<file path="config.mk">
export PLATFORM = sky130hd
export DESIGN_NAME = vga_timing_gen
export DESIGN_NICKNAME = d
export VERILOG_FILES = /design/src/rtl/vga_pkg.sv /design/src/rtl/pixel_tick_gen.sv /design/src/rtl/vga_timing_gen.sv
export SDC_FILE = /design/constraint.sdc
export NUM_CORES = 1
export LEC_CHECK = 0
export CORE_ASPECT_RATIO = 1.1
export CORE_MARGIN = 8
export CORE_UTILIZATION = 40
export DETAILED_ROUTE_END_ITERATION = 8
export HOLD_SLACK_MARGIN = 0.05
export RECOVER_POWER = 25
export SLEW_MARGIN = 25
export SYNTH_ARGS = -nofsm -noshare
export SYNTH_HDL_FRONTEND = slang
export SYNTH_HIERARCHICAL = 1
export SYNTH_SLANG_ARGS = --single-unit
</file>
<file path="constraint.sdc">
create_clock -name clk -period 3.15 [get_ports clk]
set_clock_uncertainty 0.15 [all_clocks]
set_input_delay 0.7875 -clock clk [delete_from_list [all_inputs] [get_ports clk]]
set_output_delay 0.7875 -clock clk [all_outputs]
set_load 0.02 [all_outputs]
</file>
<file path="src/rtl/vga_pkg.sv">
// Shared 640x480@60 raster constants and types for the timing generator and address generator.
// Pure declarations: no logic, no latency, no flow control.
`timescale 1ns/1ps
package vga_pkg;
   localparam int CNT_W = 10;

   localparam int VGA_CLK_DIV = 4;

   localparam int VGA_H_VIS   = 640;
   localparam int VGA_H_FP    = 16;
   localparam int VGA_H_SYNC  = 96;
   localparam int VGA_H_BP    = 48;
   localparam int VGA_H_TOTAL = VGA_H_VIS + VGA_H_FP + VGA_H_SYNC + VGA_H_BP;

   localparam int VGA_V_VIS   = 480;
   localparam int VGA_V_FP    = 10;
   localparam int VGA_V_SYNC  = 2;
   localparam int VGA_V_BP    = 33;
   localparam int VGA_V_TOTAL = VGA_V_VIS + VGA_V_FP + VGA_V_SYNC + VGA_V_BP;

   localparam logic VGA_SYNC_POL = 1'b0;

   typedef logic [CNT_W-1:0] cnt_t;

   typedef struct packed {
      logic hsync;
      logic vsync;
      logic valid;
      logic line_start;
      logic frame_start;
   } raster_t;

   // Inclusive window test used for both sync pulses.
   function automatic logic in_window(input cnt_t c, input int lo, input int hi);
      return (c >= cnt_t'(lo)) && (c <= cnt_t'(hi));
   endfunction
endpackage

</file>
<file path="src/rtl/pixel_tick_gen.sv">
// Divides clk by CLK_DIV into a one-clk pixel strobe, combinational from the divider register.
// en=0 freezes the divider and masks the strobe; counting resumes from the held value.
`timescale 1ns/1ps
module pixel_tick_gen #(
   parameter int CLK_DIV = 4
) (
   input  logic clk,
   input  logic rst,
   input  logic en,
   output logic pix_tick
);
   localparam int DIV_W = (CLK_DIV > 1) ? $clog2(CLK_DIV) : 1;
   localparam logic [DIV_W-1:0] DIV_LAST = DIV_W'(CLK_DIV - 1);

   logic [DIV_W-1:0] div;

   assign pix_tick = en && (div == DIV_LAST);

   always_ff @(posedge clk or posedge rst) begin
      if (rst) begin
         div <= '0;
      end else if (en) begin
         div <= (div == DIV_LAST) ? '0 : div + DIV_W'(1);
      end
   end
endmodule

</file>
<file path="src/rtl/vga_timing_gen.sv">
// VGA raster timing: pixel tick, h/v counters, syncs, valid and line/frame strobes.
// All outputs update on the tick edge together; en=0 holds state and clears the strobes.
`timescale 1ns/1ps
module vga_timing_gen
   import vga_pkg::*;
#(
   parameter int   CLK_DIV  = VGA_CLK_DIV,
   parameter int   H_VIS    = VGA_H_VIS,
   parameter int   H_FP     = VGA_H_FP,
   parameter int   H_SYNC   = VGA_H_SYNC,
   parameter int   H_BP     = VGA_H_BP,
   parameter int   V_VIS    = VGA_V_VIS,
   parameter int   V_FP     = VGA_V_FP,
   parameter int   V_SYNC   = VGA_V_SYNC,
   parameter int   V_BP     = VGA_V_BP,
   parameter logic SYNC_POL = VGA_SYNC_POL
) (
   input  logic             clk,
   input  logic             rst,
   input  logic             en,
   output logic             pix_tick,
   output logic [CNT_W-1:0] h_cnt,
   output logic [CNT_W-1:0] v_cnt,
   output logic             hsync,
   output logic             vsync,
   output logic             valid,
   output logic             line_start,
   output logic             frame_start
);
   localparam int H_TOTAL  = H_VIS + H_FP + H_SYNC + H_BP;
   localparam int V_TOTAL  = V_VIS + V_FP + V_SYNC + V_BP;
   localparam int HS_START = H_VIS + H_FP;
   localparam int HS_END   = HS_START + H_SYNC - 1;
   localparam int VS_START = V_VIS + V_FP;
   localparam int VS_END   = VS_START + V_SYNC - 1;

   localparam raster_t RST_RASTER = '{
      hsync:       ~SYNC_POL,
      vsync:       ~SYNC_POL,
      valid:       1'b0,
      line_start:  1'b0,
      frame_start: 1'b0
   };

   cnt_t    h_nxt;
   cnt_t    v_nxt;
   logic    h_wrap;
   logic    v_wrap;
   raster_t r_nxt;
   raster_t r_q;

   pixel_tick_gen #(
      .CLK_DIV (CLK_DIV)
   ) u_pixel_tick_gen (
      .clk      (clk),
      .rst      (rst),
      .en       (en),
      .pix_tick (pix_tick)
   );

   always_comb begin
      h_nxt  = h_cnt;
      v_nxt  = v_cnt;
      h_wrap = (h_cnt == cnt_t'(H_TOTAL - 1));
      v_wrap = (v_cnt == cnt_t'(V_TOTAL - 1));
      if (pix_tick) begin
         if (h_wrap) begin
            h_nxt = '0;
            v_nxt = v_wrap ? '0 : v_cnt + cnt_t'(1);
         end else begin
            h_nxt = h_cnt + cnt_t'(1);
         end
      end
   end

   // Decoding the next counter values keeps every output aligned with h_cnt/v_cnt.
   always_comb begin
      r_nxt             = RST_RASTER;
      r_nxt.hsync       = in_window(h_nxt, HS_START, HS_END) ? SYNC_POL : ~SYNC_POL;
      r_nxt.vsync       = in_window(v_nxt, VS_START, VS_END) ? SYNC_POL : ~SYNC_POL;
      r_nxt.valid       = (h_nxt < cnt_t'(H_VIS)) && (v_nxt < cnt_t'(V_VIS));
      r_nxt.line_start  = pix_tick && h_wrap;
      r_nxt.frame_start = pix_tick && h_wrap && v_wrap;
   end

   always_ff @(posedge clk or posedge rst) begin
      if (rst) begin
         h_cnt <= cnt_t'(H_TOTAL - 1);
         v_cnt <= cnt_t'(V_TOTAL - 1);
         r_q   <= RST_RASTER;
      end else if (en) begin
         h_cnt <= h_nxt;
         v_cnt <= v_nxt;
         r_q   <= r_nxt;
      end else begin
         r_q.line_start  <= 1'b0;
         r_q.frame_start <= 1'b0;
      end
   end

   assign hsync       = r_q.hsync;
   assign vsync       = r_q.vsync;
   assign valid       = r_q.valid;
   assign line_start  = r_q.line_start;
   assign frame_start = r_q.frame_start;
endmodule

</file>
Yosys cells after proc, flatten, opt, wreduce, memory -nomap -nowiden
Index checks and enable logic that the tools add are counted.
{"block": "totals", "in_bits": 3, "word_cells": 35, "output_inout_bits": 26, "register_bits": 27}
{"block": "classes", "reduce_logical": 6, "eq_ne": 3, "addsub": 3, "n_mux": 9, "magnitude_cmp": 6}
{"cell": "$mux W10", "n": 5}
{"cell": "$add A10 B1 Y10 const B", "n": 2}
{"cell": "$eq A10 B10 Y1 const B", "n": 2}
{"cell": "$ge A10 B10 Y1 const B", "n": 1}
{"cell": "$ge A10 B9 Y1 const B", "n": 1}
{"cell": "$le A10 B10 Y1 const B", "n": 1}
{"cell": "$le A10 B9 Y1 const B", "n": 1}
{"cell": "$lt A10 B10 Y1 const B", "n": 1}
{"cell": "$lt A10 B9 Y1 const B", "n": 1}
{"cell": "$logic_and A1 B1 Y1", "n": 6}
{"cell": "$mux W2", "n": 2}
{"cell": "$add A2 B1 Y2 const B", "n": 1}
{"cell": "$eq A2 B2 Y1 const B", "n": 1}
{"cell": "$mux W1", "n": 2}

Depth between registers and ports, before layout
{"block": "depth", "depth_word": 7, "depth_mapped": 9, "depth_no_buf": 8}

Cells and area by module
Netlist, hierarchy kept.
{"mod": "vga_timing_gen", "area_per_inst_um2": 1674.1, "seq_area_each_um2": 640.6, "cells_per_inst": 184, "n_inst": 1}
{"mod": "pixel_tick_gen", "area_per_inst_um2": 100.1, "seq_area_each_um2": 50.0, "cells_per_inst": 8, "n_inst": 1}

Worst setup path after synthesis
No wires, ideal clock.
{"block": "synth_path", "path_type": "input to register", "from": "in en", "to": "reg r_q, in the netlist valid", "path_slack_ns": 0.679, "setup_time_ns": 0.139, "arrival_ns": 2.182, "stages": 8, "path_buffers": 2, "required_ns": 2.861, "path_cell_list": "and2_2 -> and2_0 -> clkbuf_1 -> and4_4 -> buf_12 -> o21ai_2 -> a211oi_2 -> o32ai_2"}
{"block": "synth_via", "elab_chain_cells": 4, "word_cells_on_any_way": 6, "classes_between": "order compare: 2; mux: 2; reduce/logical: 2"}
{"element": "start: declaration", "line": "vga_timing_gen.sv:20", "source": "input logic en,"}
{"element": "$logic_and A1 B1 Y1", "line": "pixel_tick_gen.sv:17", "source": "assign pix_tick = en && (div == DIV_LAST);"}
{"element": "$mux W10", "line": "vga_timing_gen.sv:66", "source": "if (pix_tick) begin"}
{"element": "$lt A10 B10 Y1 or $lt A10 B9 Y1 (tied branches)", "line": "vga_timing_gen.sv:81", "source": "r_nxt.valid = (h_nxt < cnt_t'(H_VIS)) && (v_nxt < cnt_t'(V_VIS));"}
{"element": "$logic_and A1 B1 Y1", "line": "vga_timing_gen.sv:81"}
{"element": "end signal: assignment", "line": "vga_timing_gen.sv:94", "source": "r_q <= r_nxt;"}
{"element": "end: declaration", "line": "vga_timing_gen.sv:50", "source": "raster_t r_q;"}
Parallel ways exist; a longest one is shown, timed or not.
A chain may end at the register's enable or synchronous reset.

Final worst setup path
{"block": "layout_path", "from": "in en", "to": "out pix_tick"}
{"block": "layout_via", "elab_chain_cells": 1}
{"element": "$logic_and A1 B1 Y1", "line": "pixel_tick_gen.sv:17"}
{"element": "end: declaration", "line": "vga_timing_gen.sv:21", "source": "output logic pix_tick,"}
No other way between the ends.

==> metrics <==
synthesis warning total 6; fin util 49.1%; CP peak stage delay around 640 ps; Setup Slack @ Placement 112 ps; Final ANT Viol Nets 0; Worst-Skew Late Latency between 200 and 300 ps; Main synth FF type dfrtp_1; Synth Register Bits 27; Initial Util between 40% and 50%; # fillers 399; DRC 0; TritonCTS clock tree done; critical path arrival 2100 ps; DP HPWL about 3.1 mm; first-pass GRT wire length 7.02 mm; via count 1,537; crit path cell chain clkdlybuf4s50_1, and2_2, clkdlybuf4s50_1; Max clock buf depth 2; Diodes inserted 0; clk sinks 27; share of layout cells above drive strength 1 17.8%; Root Buffer clkbuf_8; unrepaired setup endpoints after global routing no; Post-synth EDFFs 0; post-route setup TNS 0 ps; Worst Hold Slack 350 ps; CTS buffer count 3; H-tree depth 1; initial antenna violation count 0; postcts setup bufs 0; setup violators final 0; Max Fclk roughly 0.33 GHz; Worst EP required 2210 ps; cell family with most CP delay buffers and inverters; Post-DP Area between 2000 and 2500 µm²; static leakage power 0.827 nW; Crit Path Class in -> out; register area share after synthesis 38.9%; Synth Instances 192; first-pass iteration count of the detailed router 4; Port Buffers 28; worst hold start hsync$_DFFE_PP1P_; Worst path slowest cell clkdlybuf4s50_1; max cap viols 0; async set-or-reset flop fraction in the synthesized netlist 100%; fin. max-slew vios 0; worst slew pin tran 1320 ps; Worst setup SP type input port; fin crit share between 90% and 100%; total wire length around 4.2 mm; global route total overflow 0; vias in the first global route 1,507; mapped cell area about 1800 µm²; Rel. slew slack 11.8%; Avg Inst Size Synth 9.24 µm²; die extent in x 79.5 µm; Hold Path Cell Cnt 2; clock slew at reported path FFs around 100 ps; die outline height 85.9 µm; core area 4290 µm²; final hold viol count 0; fin crit period 3030 ps; status completed; Finished Cell Area 2100 µm²; final net count between 200 and 250; die area a little under 7000 µm²; IO Count 29; PostCTS Resize Cnt 0; pwr dens approximately 380 nW/µm²; Synth Net Count 199; post-route setup slack 117 ps; Hold Buf Count CTS 0; initial drt markers 66; area of the multi-input gates between 900 and 1000 µm²; Endpoint, Worst Hold hsync$_DFFE_PP1P_; Distinct cells, synth 60; reg2reg setup slack 780 ps; Area growth syn-to-layout 18.6%; Hold WC Path Type reg -> reg; Reg area 691 µm²; Routed WL per cell 15.7 µm; beginning of the worst register-to-register path h_cnt[0]$_DFFE_PP1P_; endpoint class of the critical path primary output; worst r2r path cells 7; Buf/Inv on CP 2; GP Congestion 0.938; row cnt 25; Worst R2R End valid$_DFFE_PP0P_; Avg Vias per Cell 5.74; CP max FO 7; Global Route Usage Sum between 10% and 20%; cell mode on critical path clkdlybuf4s50_1; peak supply drop between 0.0002 and 0.00025 V; largest net degree at the start of global routing 26
cell usage in the layout (no fill, tap or decap), types with 6 or more instances in the layout:
cell / instances
clkdlybuf4s50_1: 27
nand2_1: 18
dfrtp_1: 15
o21ai_0: 14
nand3_1: 12
dfstp_2: 12
nor2_1: 10
inv_1: 8
a21oi_1: 8
nor3_1: 7
nand4_1: 6
kinds of logic (layout without fill, tap and decap cells):
logic type | Yosys count | after routing | synth area share, %
AO/OA/AOI/OAI | 50 | 50 | 19.9
AND/OR/NAND/NOR | 76 | 76 | 24.8
XOR/XNOR | 7 | 7 | 3.46
adder cells (fa/ha/maj) | 4 | 4 | 2.82
multiplexers | 5 | 5 | 3.10
flip-flops | 27 | 27 | 38.9
buffers and inverters | 23 | 45 | 6.98
state kept, by name, indices dropped and copies added, names as in the netlist:
signal / flops
v_cnt: 10
valid: 1
line_start: 1
h_cnt: 10
frame_start: 1
hsync: 1
vsync: 1
u_pixel_tick_gen/div: 2
worst reg2reg max path, stage by stage, from the launching register on:
cell and delay [ps]:
dfstp_2 570, ha_1 250, and2_0 330, buf_4 180
nand2_1 60, o311ai_0 320, o2111ai_1 190, o32ai_2 230
cell usage after synthesis, types with 3 or more instances:
cell / n / area [µm²]
inv_1: 8 / 30.0
nor4_1: 3 / 18.8
mux2_2: 4 / 45.0
a21oi_1: 8 / 40.0
clkbuf_2: 4 / 20.0
nand4_1: 6 / 37.5
and3_1: 4 / 25.0
nand2_1: 18 / 67.6
dfstp_2: 12 / 315
ha_1: 4 / 50.1
o211ai_1: 3 / 22.5
nand3_1: 12 / 60.1
clkbuf_1: 3 / 11.3
xor2_1: 3 / 26.3
xnor2_1: 4 / 35.0
nor3_1: 7 / 35.0
dfrtp_1: 15 / 375
o21ai_0: 14 / 70.1
buf_2: 4 / 20.0
nor2_1: 10 / 37.5
final cells by class:
| cell class | instances | area share [%] |
|---|---|---|
| Clock buffer | 3 | 1.96 |
| Tap cell | 54 | 3.21 |
| Multi-Input combinational cell | 142 | 45.6 |
| Inverter | 9 | 1.61 |
| Timing Repair Buffer | 32 | 14.6 |
| Sequential cell | 27 | 32.8 |
| Clock inverter | 1 | 0.238 |
power breakdown:
part	leakage, nW	internal (mW)	switching [mW]
Clock	0.0255	0.0886	0.109
Sequential	0.311	0.392	0.0323
Combinational	0.491	0.0837	0.0910
Total	0.827	0.565	0.232
stage by stage:
stage               instances  power (mW)
floorplan                 192       0.538
global placement          264       0.600
CTS                       268       0.815
global route              268       0.849
detailed placement        264       0.610
finish                    268       0.797
how the worst max path moves through the flow:
stage / cells past startpoint / to / start / slack, ps
2_1_floorplan: 8 / valid$_DFFE_PP0P_ / en / 680
3_3_place_gp: 3 / pix_tick / en / 140
3_5_place_dp: 8 / valid$_DFFE_PP0P_ / en / 110
4_1_cts: 3 / pix_tick / en / 110
5_1_grt: 3 / pix_tick / en / 70
6_report: 3 / pix_tick / en / 120
metal layers:
metal  GRT usage, %  up-vias  share of wire (%)
met5              0        -                  0
met4           4.05        0                1.1
li1               -      746                  -
met3           2.30        6                5.3
met2           22.7       48                 52
met1           14.4      737                 42
No activity file was read; power rests on OpenSTA's default activity.
